[src/rtl/mc_controller.sv]
// Multi-cycle controller: FETCH/DECODE/EXEC/MEM/WB FSM with Moore strobes decoded from a latched instruction.
// Optional retired-instruction counter (out_retired) enabled by defining MC_CTRL_RETIRE_CNT_EN.
module mc_controller #(
    parameter int unsigned FETCH_CYCLES = 1
) (
    input  logic        clk,
    input  logic        reset,
    input  logic [31:0] in_instr,
    input  logic        in_zero,
    output logic        out_IR_WE,
    output logic        out_PC_WE,
    output logic        out_IFU_SRC,
    output logic [1:0]  out_IFU_nPC_sel,
    output logic        out_GRF_WE,
    output logic        out_DM_WE,
    output logic        out_ALU_src,
    output logic [1:0]  out_GRF_WD,
    output logic [1:0]  out_GRF_WS,
    output logic [1:0]  out_ALU_option,
    output logic [1:0]  out_EXT_option,
    output logic [2:0]  out_state
`ifdef MC_CTRL_RETIRE_CNT_EN
    ,
    output logic [31:0] out_retired
`endif
);

    typedef enum logic [2:0] {
        S_FETCH  = 3'd0,
        S_DECODE = 3'd1,
        S_EXEC   = 3'd2,
        S_MEM    = 3'd3,
        S_WB     = 3'd4
    } state_e;

    typedef enum logic [3:0] {
        C_NOP, C_ADDU, C_SUBU, C_JR, C_ORI, C_LW, C_SW, C_BEQ, C_LUI, C_JAL
    } cls_e;

    localparam logic [3:0] LAST_CNT = 4'(FETCH_CYCLES - 1);

    state_e      state_q, state_next;
    logic [3:0]  fetch_cnt, cnt_next;
    logic [31:0] instr_q;
    logic        ir_we;
    cls_e        cls;
    state_e      final_state;

    // in_zero is consumed by the IFU; only the opcode/funct fields of the latched word matter here.
    logic unused_bits;
    assign unused_bits = ^{in_zero, instr_q[25:6]};

    assign ir_we = (state_q == S_FETCH) && (fetch_cnt == LAST_CNT);

    always_ff @(posedge clk or negedge reset) begin
        if (!reset) begin
            state_q   <= S_FETCH;
            fetch_cnt <= 4'd0;
            instr_q   <= 32'h0000_0000;
        end else begin
            state_q   <= state_next;
            fetch_cnt <= cnt_next;
            if (ir_we) instr_q <= in_instr;
        end
    end

    always_comb begin
        cls = C_NOP;
        case (instr_q[31:26])
            6'h00: begin
                case (instr_q[5:0])
                    6'h21:   cls = C_ADDU;
                    6'h23:   cls = C_SUBU;
                    6'h08:   cls = C_JR;
                    default: cls = C_NOP;
                endcase
            end
            6'h0D:   cls = C_ORI;
            6'h23:   cls = C_LW;
            6'h2B:   cls = C_SW;
            6'h04:   cls = C_BEQ;
            6'h0F:   cls = C_LUI;
            6'h03:   cls = C_JAL;
            default: cls = C_NOP;
        endcase
    end

    always_comb begin
        final_state = S_WB;
        case (cls)
            C_NOP:        final_state = S_DECODE;
            C_BEQ, C_JR:  final_state = S_EXEC;
            C_SW:         final_state = S_MEM;
            default:      final_state = S_WB;
        endcase
    end

    always_comb begin
        state_next = S_FETCH;
        cnt_next   = 4'd0;
        case (state_q)
            S_FETCH: begin
                if (ir_we) begin
                    state_next = S_DECODE;
                end else begin
                    state_next = S_FETCH;
                    cnt_next   = fetch_cnt + 4'd1;
                end
            end
            S_DECODE: begin
                case (cls)
                    C_NOP:   state_next = S_FETCH;
                    C_JAL:   state_next = S_WB;
                    default: state_next = S_EXEC;
                endcase
            end
            S_EXEC: begin
                case (cls)
                    C_ADDU, C_SUBU, C_ORI, C_LUI: state_next = S_WB;
                    C_LW, C_SW:                   state_next = S_MEM;
                    default:                      state_next = S_FETCH;
                endcase
            end
            S_MEM:   state_next = (cls == C_LW) ? S_WB : S_FETCH;
            default: state_next = S_FETCH;
        endcase
    end

    always_comb begin
        // IR_WE is gated by reset so every output reads 0 while reset is held.
        out_IR_WE       = reset & ir_we;
        out_PC_WE       = 1'b0;
        out_IFU_SRC     = 1'b0;
        out_IFU_nPC_sel = 2'd0;
        out_GRF_WE      = 1'b0;
        out_DM_WE       = 1'b0;
        out_ALU_src     = 1'b0;
        out_GRF_WD      = 2'd0;
        out_GRF_WS      = 2'd0;
        out_ALU_option  = 2'd0;
        out_EXT_option  = 2'd0;
        out_state       = state_q;

        if (state_q inside {S_EXEC, S_MEM, S_WB}) begin
            case (cls)
                C_SUBU, C_BEQ: out_ALU_option = 2'd1;
                C_ORI: begin
                    out_ALU_option = 2'd2;
                    out_ALU_src    = 1'b1;
                end
                C_LUI: begin
                    out_ALU_option = 2'd2;
                    out_ALU_src    = 1'b1;
                    out_EXT_option = 2'd2;
                end
                C_LW, C_SW: begin
                    out_ALU_src    = 1'b1;
                    out_EXT_option = 2'd1;
                end
                default: ;
            endcase
        end

        if (state_q == S_WB) begin
            out_GRF_WE = 1'b1;
            case (cls)
                C_ADDU, C_SUBU: out_GRF_WD = 2'd1;
                C_LW:           out_GRF_WS = 2'd1;
                C_JAL: begin
                    out_GRF_WD = 2'd2;
                    out_GRF_WS = 2'd2;
                end
                default: ;
            endcase
        end

        if (state_q == S_MEM && cls == C_SW) out_DM_WE = 1'b1;

        if (state_q == final_state) begin
            out_PC_WE = 1'b1;
            case (cls)
                C_BEQ: out_IFU_nPC_sel = 2'd1;
                C_JAL: out_IFU_nPC_sel = 2'd2;
                C_JR: begin
                    out_IFU_nPC_sel = 2'd3;
                    out_IFU_SRC     = 1'b1;
                end
                default: ;
            endcase
        end
    end

`ifdef MC_CTRL_RETIRE_CNT_EN
    logic [31:0] retire_q;

    always_ff @(posedge clk or negedge reset) begin
        if (!reset) begin
            retire_q <= 32'd0;
        end else if (out_PC_WE) begin
            retire_q <= retire_q + 32'd1;
        end
    end

    assign out_retired = retire_q;
`endif

endmodule

[config.mk]
export PLATFORM = sky130hd
export DESIGN_NAME = mc_controller
export DESIGN_NICKNAME = d
export VERILOG_FILES = /design/src/rtl/mc_controller.sv
export SDC_FILE = /design/constraint.sdc
export NUM_CORES = 1
export LEC_CHECK = 0
export BUFFER_PORTS_ARGS = -buffer_cell sky130_fd_sc_hd__buf_2
export CAP_MARGIN = 20
export CORE_ASPECT_RATIO = 0.8
export CORE_UTILIZATION = 52
export CTS_CLUSTER_SIZE = 25
export DETAILED_ROUTE_END_ITERATION = 10
export PLACE_DENSITY = 0.82
export SETUP_SLACK_MARGIN = 0.02
export SLEW_MARGIN = 10
export SYNTH_ARGS = -nofsm -noshare
export SYNTH_HDL_FRONTEND = slang
export SYNTH_SLANG_ARGS = --single-unit
[constraint.sdc]
create_clock -name clk -period 5.6 [get_ports clk]
set_clock_uncertainty 0.1 [all_clocks]
set_input_delay 0.84 -clock clk [delete_from_list [all_inputs] [get_ports clk]]
set_output_delay 0.84 -clock clk [all_outputs]
set_load 0.01 [all_outputs]
Word level (Yosys, flattened, before mapping):

Index checks and enable logic that the tools add are counted.

* word-level logic and storage cells: 69
* flip-flop bits (word level): 39
* output and inout bits: 19

* muxes and demuxes: 27
* add/sub/neg operators: 1
* bitwise operators: 1
* eq/ne operators: 23
* reduce and logical (&&, ||, !) cells: 14

Operators by type and width (number)
* $pmux 4 s7: 1
* $eq 6x6->1 const B: 4
* $eq 6x4->1 const B: 3
* $eq 4x3->1 const B: 4
* $pmux 2 s2: 4
* $pmux 2 s3: 2
* $pmux 3 s2: 2
* $pmux 3 s4: 1
* $mux 2: 5
* $reduce_or 2->1: 5
* $pmux 3 s3: 1
* $eq 4x2->1 const B: 2
* $eq 4x4->1 const B: 2
* $logic_not 4->1: 2
* $mux 1: 8
* $mux 4: 2
* $reduce_or 4->1: 2
* $eq 3x2->1 const B: 2
* $eq 6x2->1 const B: 1
* $eq 6x3->1 const B: 1
* $logic_not 6->1: 1
* $add 4x1->4 const B: 1
* $eq 4x1->1 const B: 1
* $eq 3x1->1 const B: 1
* other kinds (7): 8

Depth between registers and ports, before layout:

Gate-level depths: netlist (run 1).

* depth after elaboration: 8
* depth in mapped cells: 7
* gate-level depth less buffers: 6

Worst setup path before layout (run 1):

No wires, ideal clock.

* kind: register to output
* start point: register instr_q[27]
* end point: output out_IFU_nPC_sel[1]
* cell stages (with the launch flop): 8
* arrival: 1.728 ns
* path slack: 2.932 ns
* path buffers: 1
* path through: dfrtp_1 > buf_6 > nor4b_4 > and2_4 > nor3b_2 > nor3_2 > a211oi_4 > a22oi_1

* word-level cells in the longest chain between the ends: 7
* elaborated cells between the ends (all ways): 18

RTL lines
* from (decl): RTL line 44 `logic [31:0] instr_q;`
* from (signal assigned): RTL line 63 `if (ir_we) instr_q <= in_instr;`
* $eq 6x2->1, or another cell as far along: RTL line 69 `case (instr_q[31:26])`
* $pmux 4 s7 *: RTL line 69
* $eq 4x2->1 or $eq 4x3->1 (tied branches): RTL line 90, 181
* $reduce_or 2->1: RTL line 90 `case (cls)`
* $pmux 3 s3: RTL line 90
* $eq 3x3->1: RTL line 179 `if (state_q == final_state) begin`
* $mux 2 *: RTL line 179
* to (decl): RTL line 13 `output logic [1:0] out_IFU_nPC_sel,`

Mark *: on every way between the ends. The rest lies on a longest branch, timed or not.

Worst setup path in the final report (run 1):

* start point: register instr_q[26]
* end point: output out_IFU_nPC_sel[1]

The elaborated chain is that of the path after synthesis.

==> metrics, run 1 <==
outcome complete, no violations; post-synthesis sequential area ratio 0.3519; CP arrival 2.39 ns; Max Freq 300.0 MHz; Synth Area in Adders 0.01852; CP Launch Type register; detailed placement HPWL 2312 um; main combinational cell family by area after synthesis simple AND/OR/NAND/NOR gates; Async S/R FF share, synth 1.000; Initial DRC Count 35; final setup fails 0; area grow syn2layout 14.35%; dpl cell area 1515 um2; area of the mapped netlist 1351 um2; Initial Utilization 0.5488; Yosys warnings 0; largest cells by area after synthesis dfrtp_1 (35%), mux2_2 (10%), nor2_1 (3.9%); min Tclk post-route 3.333 ns; CTS Buf Count 3; Clk Tree Root Cell clkbuf_4; Seq cells post-synth 19; Pwr Density 449.5 nW/um2; post-route ant nets 0; Post-CTS Setup Repair Bufs 0; CTS H-tree depth 1; Post-synth EDFFs 0; Post-Syn Nets 173; max capacitance violation total 0; Util after Layout 0.6275; Avg Cell Area, Syn 9.936 um2; drt first pass iters 4; Die ar. 2808 um2; max-slew violation count 0; DR vias/cell 5.678; final setup TNS 0 ns; routed via count 1,147; post-synthesis xor/xnor area fraction 0.01944; clock sink count 19; Crit Path Class reg -> out; total wire length 2960 um; Slew @ Worst Pin 0.5378 ns; io pins 54; leakage 0.7163 nW; Max-slew headroom 0.6406; post-synthesis simple-gate area fraction 0.3019; die height 47.60 um; Clock Latency Late Sink 0.30 ns; core area 2462 um2; multiplexer area fraction after synthesis 0.1074; DRC viols 0; Yosys cell types 52; Hold WC Path Type in -> async; critical path peak fanout 9; Placer Congestion 0.8317; Synth top area share 0.3519; WP data required 4.66 ns; initial antenna violation count 0; cells after synthesis 136; Yosys top cell by area dfrtp_1; Final Cell Area 1545 um2; Clock Tree Buf Depth 2; period utilisation layout 0.5952; Port Buffer Count 32; number of global-route vias before repair 1,049; Nets 204; total track usage 0.2332; main flop type after synthesis dfrtp_1; share of cells above drive strength 1 0.3855; final hold vios 0; Clock transition at path regs 0.12 ns; first-pass GRT wire length 4864 um; routed len/inst 14.65 um; Worst IR Drop VDD 0.2917 mV; Hold Buf Count CTS 0; Post-CTS Resized 0; largest net degree at the start of global routing 21; Rows 16; Synth Area in Compound Gates 0.1509; RSZ-0062 raised after global routing false; CTS tree yes; die width 59.00 um; Critical Path Sink Type output port; total gr overflow 0; n_diodes 0
stage by stage:
stage	instances	power, mW	worst slack (ns)	hold WS [ns]
2_1_floorplan	136	0.5617	2.932	0.3626
3_3_place_gp	198	0.5980	2.702	0.3822
3_5_place_dp	198	0.6250	2.605	0.3986
4_1_cts	202	0.6975	2.252	0.3707
5_1_grt	202	0.7474	2.153	0.3702
6_report	202	0.6947	2.267	0.3604
placed cells by master (no fill, tap or decap), types with 3 or more instances in the layout:
cell      netlist  layout
a21oi_1         7       7
buf_2           3      32
clkbuf_4        0       3
dfrtp_1        19      19
inv_1           7       7
mux2_2         12      12
nand2_1         5       5
nand2b_1        5       5
nand3_1         5       5
nor2_1         14      14
nor3_1          6       6
o21a_1          3       3
o21ai_0         3       3
layout make-up:
class / count / area (um2)
well taps: 36 / 45.04
inverters: 7 / 26.28
fillers: 215 / 917.1
multi-input cells: 104 / 808.3
clock inverters: 1 / 7.507
flip-flops and latches: 19 / 475.5
clock buffers: 3 / 22.52
repair buffers: 32 / 160.2
cell usage after synthesis, types with 2 or more instances:
cell type   n
nand3_1     5
xnor2_1     2
nand4b_1    2
a21oi_1     7
ha_1        2
dfrtp_1    19
o21ai_0     3
buf_6       2
buf_2       3
mux2_2     12
nor3b_1     2
o22ai_1     2
nor2_1     14
nor3_1      6
o21a_1      3
nand2b_1    5
nand2_1     5
nor2b_1     2
inv_1       7
cell families after synthesis:
family          count (synthesis)
flops                          19
xor+xnor                        3
simple gates                   59
buf+inv                        13
compound gates                 27
fa+ha+maj                       2
mux                            13
power by group:
group | internal, mW | switching (mW) | leakage (nW) | total, mW
registers | 0.187 | 0.101 | 0.235 | 0.288
logic | 0.170 | 0.164 | 0.467 | 0.334
clock network | 0.0272 | 0.0453 | 0.0139 | 0.0724
state kept, by name, summed over array words and instances, names as in the netlist:
| register | cells |
|---|---|
| fetch_cnt | 4 |
| instr_q | 12 |
| out_state | 3 |
worst max-delay path, cell delays in order, from the launching register on:
cell and delay, ns:
dfrtp_1 0.55, nor4_2 0.36, and3_2 0.28, o21ai_2 0.09, and4bb_4 0.22, a211oi_4 0.29
a22oi_1 0.14, buf_2 0.15
per-layer routing:
metal | vias up | share of wire | track usage
met5 | - | 0 | 0
met4 | 0 | 0.0061 | 0.04286
met3 | 2 | 0.070 | 0.05676
met2 | 50 | 0.48 | 0.3977
met1 | 544 | 0.44 | 0.3095
li1 | 551 | - | -
final timing paths:
check | start | endpoint | slack (ns) | cells after the start
max reg2reg | instr_q[26] | out_state[2] | 3.51 | 6
min reg2reg | fetch_cnt[0] | fetch_cnt[0] | 0.42 | 1
min | reset | instr_q[3] | 0.36 | 1
max in group asynchronous | reset | fetch_cnt[3] | 4.74 | 1
max | instr_q[26] | out_IFU_nPC_sel[1] | 2.27 | 7
min in group clk | fetch_cnt[0] | fetch_cnt[0] | 0.42 | 1
(Power assumes the default switching activity.)
==> run 2: changes to the inputs <==
--- a/config.mk
+++ b/config.mk
@@ -8,10 +8,10 @@
 export BUFFER_PORTS_ARGS = -buffer_cell sky130_fd_sc_hd__buf_2
 export CAP_MARGIN = 20
 export CORE_ASPECT_RATIO = 0.8
-export CORE_UTILIZATION = 52
+export CORE_UTILIZATION = 48
 export CTS_CLUSTER_SIZE = 25
 export DETAILED_ROUTE_END_ITERATION = 10
-export PLACE_DENSITY = 0.82
+export PLACE_DENSITY = 0.76
 export SETUP_SLACK_MARGIN = 0.02
 export SLEW_MARGIN = 10
 export SYNTH_ARGS = -nofsm -noshare
==> constraint.sdc (replaced) <==
create_clock -name clk -period 3.5 [get_ports clk]
set_clock_uncertainty 0.1 [all_clocks]
set_input_delay 0.525 -clock clk [delete_from_list [all_inputs] [get_ports clk]]
set_output_delay 0.525 -clock clk [all_outputs]
set_load 0.01 [all_outputs]
==> metrics, run 2 (synthesis gave the netlist of run 1 again) <==
outcome complete, no violations; most common cell after layout, fill and taps aside buf_2; Nets 204; total wire length 2849 um; Pwr Density 723.3 nW/um2; share of cells above drive strength 1 0.3855; total gr overflow 0; Placer Congestion 0.8244; Post-CTS Setup Repair Bufs 0; most frequent cells in the layout buf_2 (32), dfrtp_1 (19), nor2_1 (14); number of global-route vias before repair 1,039; routed len/inst 14.10 um; Initial DRC Count 49; max reg flops 12; n_diodes 0; Initial Utilization 0.5273; Hold Worst Slack 0.02697 ns; Clock Latency Late Sink 0.31 ns; Post-CTS Resized 0; Rows 16; Hold WC Path Type in -> async; CTS Buf Count 3; clock share of power 0.108; Critical-path top delay cell dfrtp_1; Int Pwr 614.9 uW; post-route ant nets 0; CTS H-tree depth 1; DRC viols 0; total track usage 0.2082; initial antenna violation count 0; NetSw 502.8 uW; Clk Tree Root Cell clkbuf_4; Max-slew headroom 0.6201; Clock transition at path regs 0.12 ns; min Tclk post-route 3.032 ns; first-pass GRT wire length 4664 um; Die ar. 3033 um2; Slew @ Worst Pin 0.5685 ns; period utilisation layout 0.8664; CP Launch Type register; Clock Tree Buf Depth 2; final setup TNS 0 ns; critical path peak fanout 9; die width 61.32 um; core area 2562 um2; detailed placement HPWL 2246 um; DR vias/cell 5.619; Hold Buf Count CTS 0; CTS tree yes; RSZ-0062 raised after global routing false; Combinational Power Share 0.481; routed via count 1,135; leakage 0.7163 nW; Util after Layout 0.6030; WP data required 2.87 ns; io pins 54; slowest stage delay, CP 0.56 ns; Switching Share 0.4499; drt first pass iters 4; CP arrival 2.41 ns; Worst IR Drop VDD 0.4995 mV; final setup fails 0; die height 49.46 um; clock sink count 19; crit-path cells nor4b_4 -> and2_4 -> a31oi_2 -> and4bb_4 -> a211oi_4 -> a22oi_1 -> buf_2; Critical Path Source instr_q[26]; Max Freq 329.8 MHz; max-slew violation count 0; Non-Filler Instances 202; Crit Path Class reg -> out; Largest Register instr_q; reg-to-reg critical path startpoint instr_q[26]; max capacitance violation total 0; Port Buffer Count 32; Placed Cells 198; final hold vios 0; largest net degree at the start of global routing 21; area grow syn2layout 14.35%; Critical Path Sink Type output port; sequential share of power 0.411
run 2: cell counts in the layout (fill, tap and decap cells not counted):
No cell type changed its count.
run 2: worst max-delay path, delay by kind of cell, from the launching register on:
family / cells / cell delay, ns
compound gates: 3 / 0.49
flops: 1 / 0.56
buf+inv: 1 / 0.15
simple gates: 3 / 0.90
run 2: layout make-up:
cell class,instances,area [um2]
fill,251,1017
multi-input combinational,104,808.3
sequential,19,475.5
timing repair buffer,32,160.2
tap,36,45.04
inverter,7,26.28
clock buffer,3,22.52
clock inverter,1,7.507
run 2: through the flow:
step	total power, mW	area (um2)	setup WS [ns]
after floorplan	0.8988	1351	1.147
after global placement	0.9624	1515	0.9103
after detailed placement	0.9999	1515	0.8374
after CTS	1.120	1545	0.4668
after global routing	1.197	1545	0.3490
final	1.118	1545	0.4677
run 2: layer usage:
layer  vias to the layer above  GRT usage  part of all wire
met5                         -          0                 0
met3                         6    0.05774             0.050
met4                         0    0.04924             0.016
met1                       537     0.2926              0.48
li1                        553          -                 -
met2                        39     0.3152              0.45
run 2: power by group through the flow:
| stage | clock network [mW] | registers (mW) | logic (mW) |
|---|---|---|---|
| after floorplan | 0 | 0.374 | 0.524 |
| after global placement | 0 | 0.451 | 0.511 |
| after detailed placement | 0 | 0.463 | 0.537 |
| after CTS | 0.124 | 0.458 | 0.538 |
| after global routing | 0.129 | 0.476 | 0.592 |
| final | 0.120 | 0.460 | 0.538 |
run 2: worst paths after layout:
kind | endpoint | slack (ns) | cells past startpoint
max | out_IFU_nPC_sel[1] | 0.47 | 7
min | fetch_cnt[2] | 0.03 | 1
max reg2reg | out_state[2] | 1.44 | 6
min reg2reg | fetch_cnt[0] | 0.40 | 1
max in group asynchronous | instr_q[1] | 2.96 | 1
min in group clk | instr_q[29] | 0.33 | 2
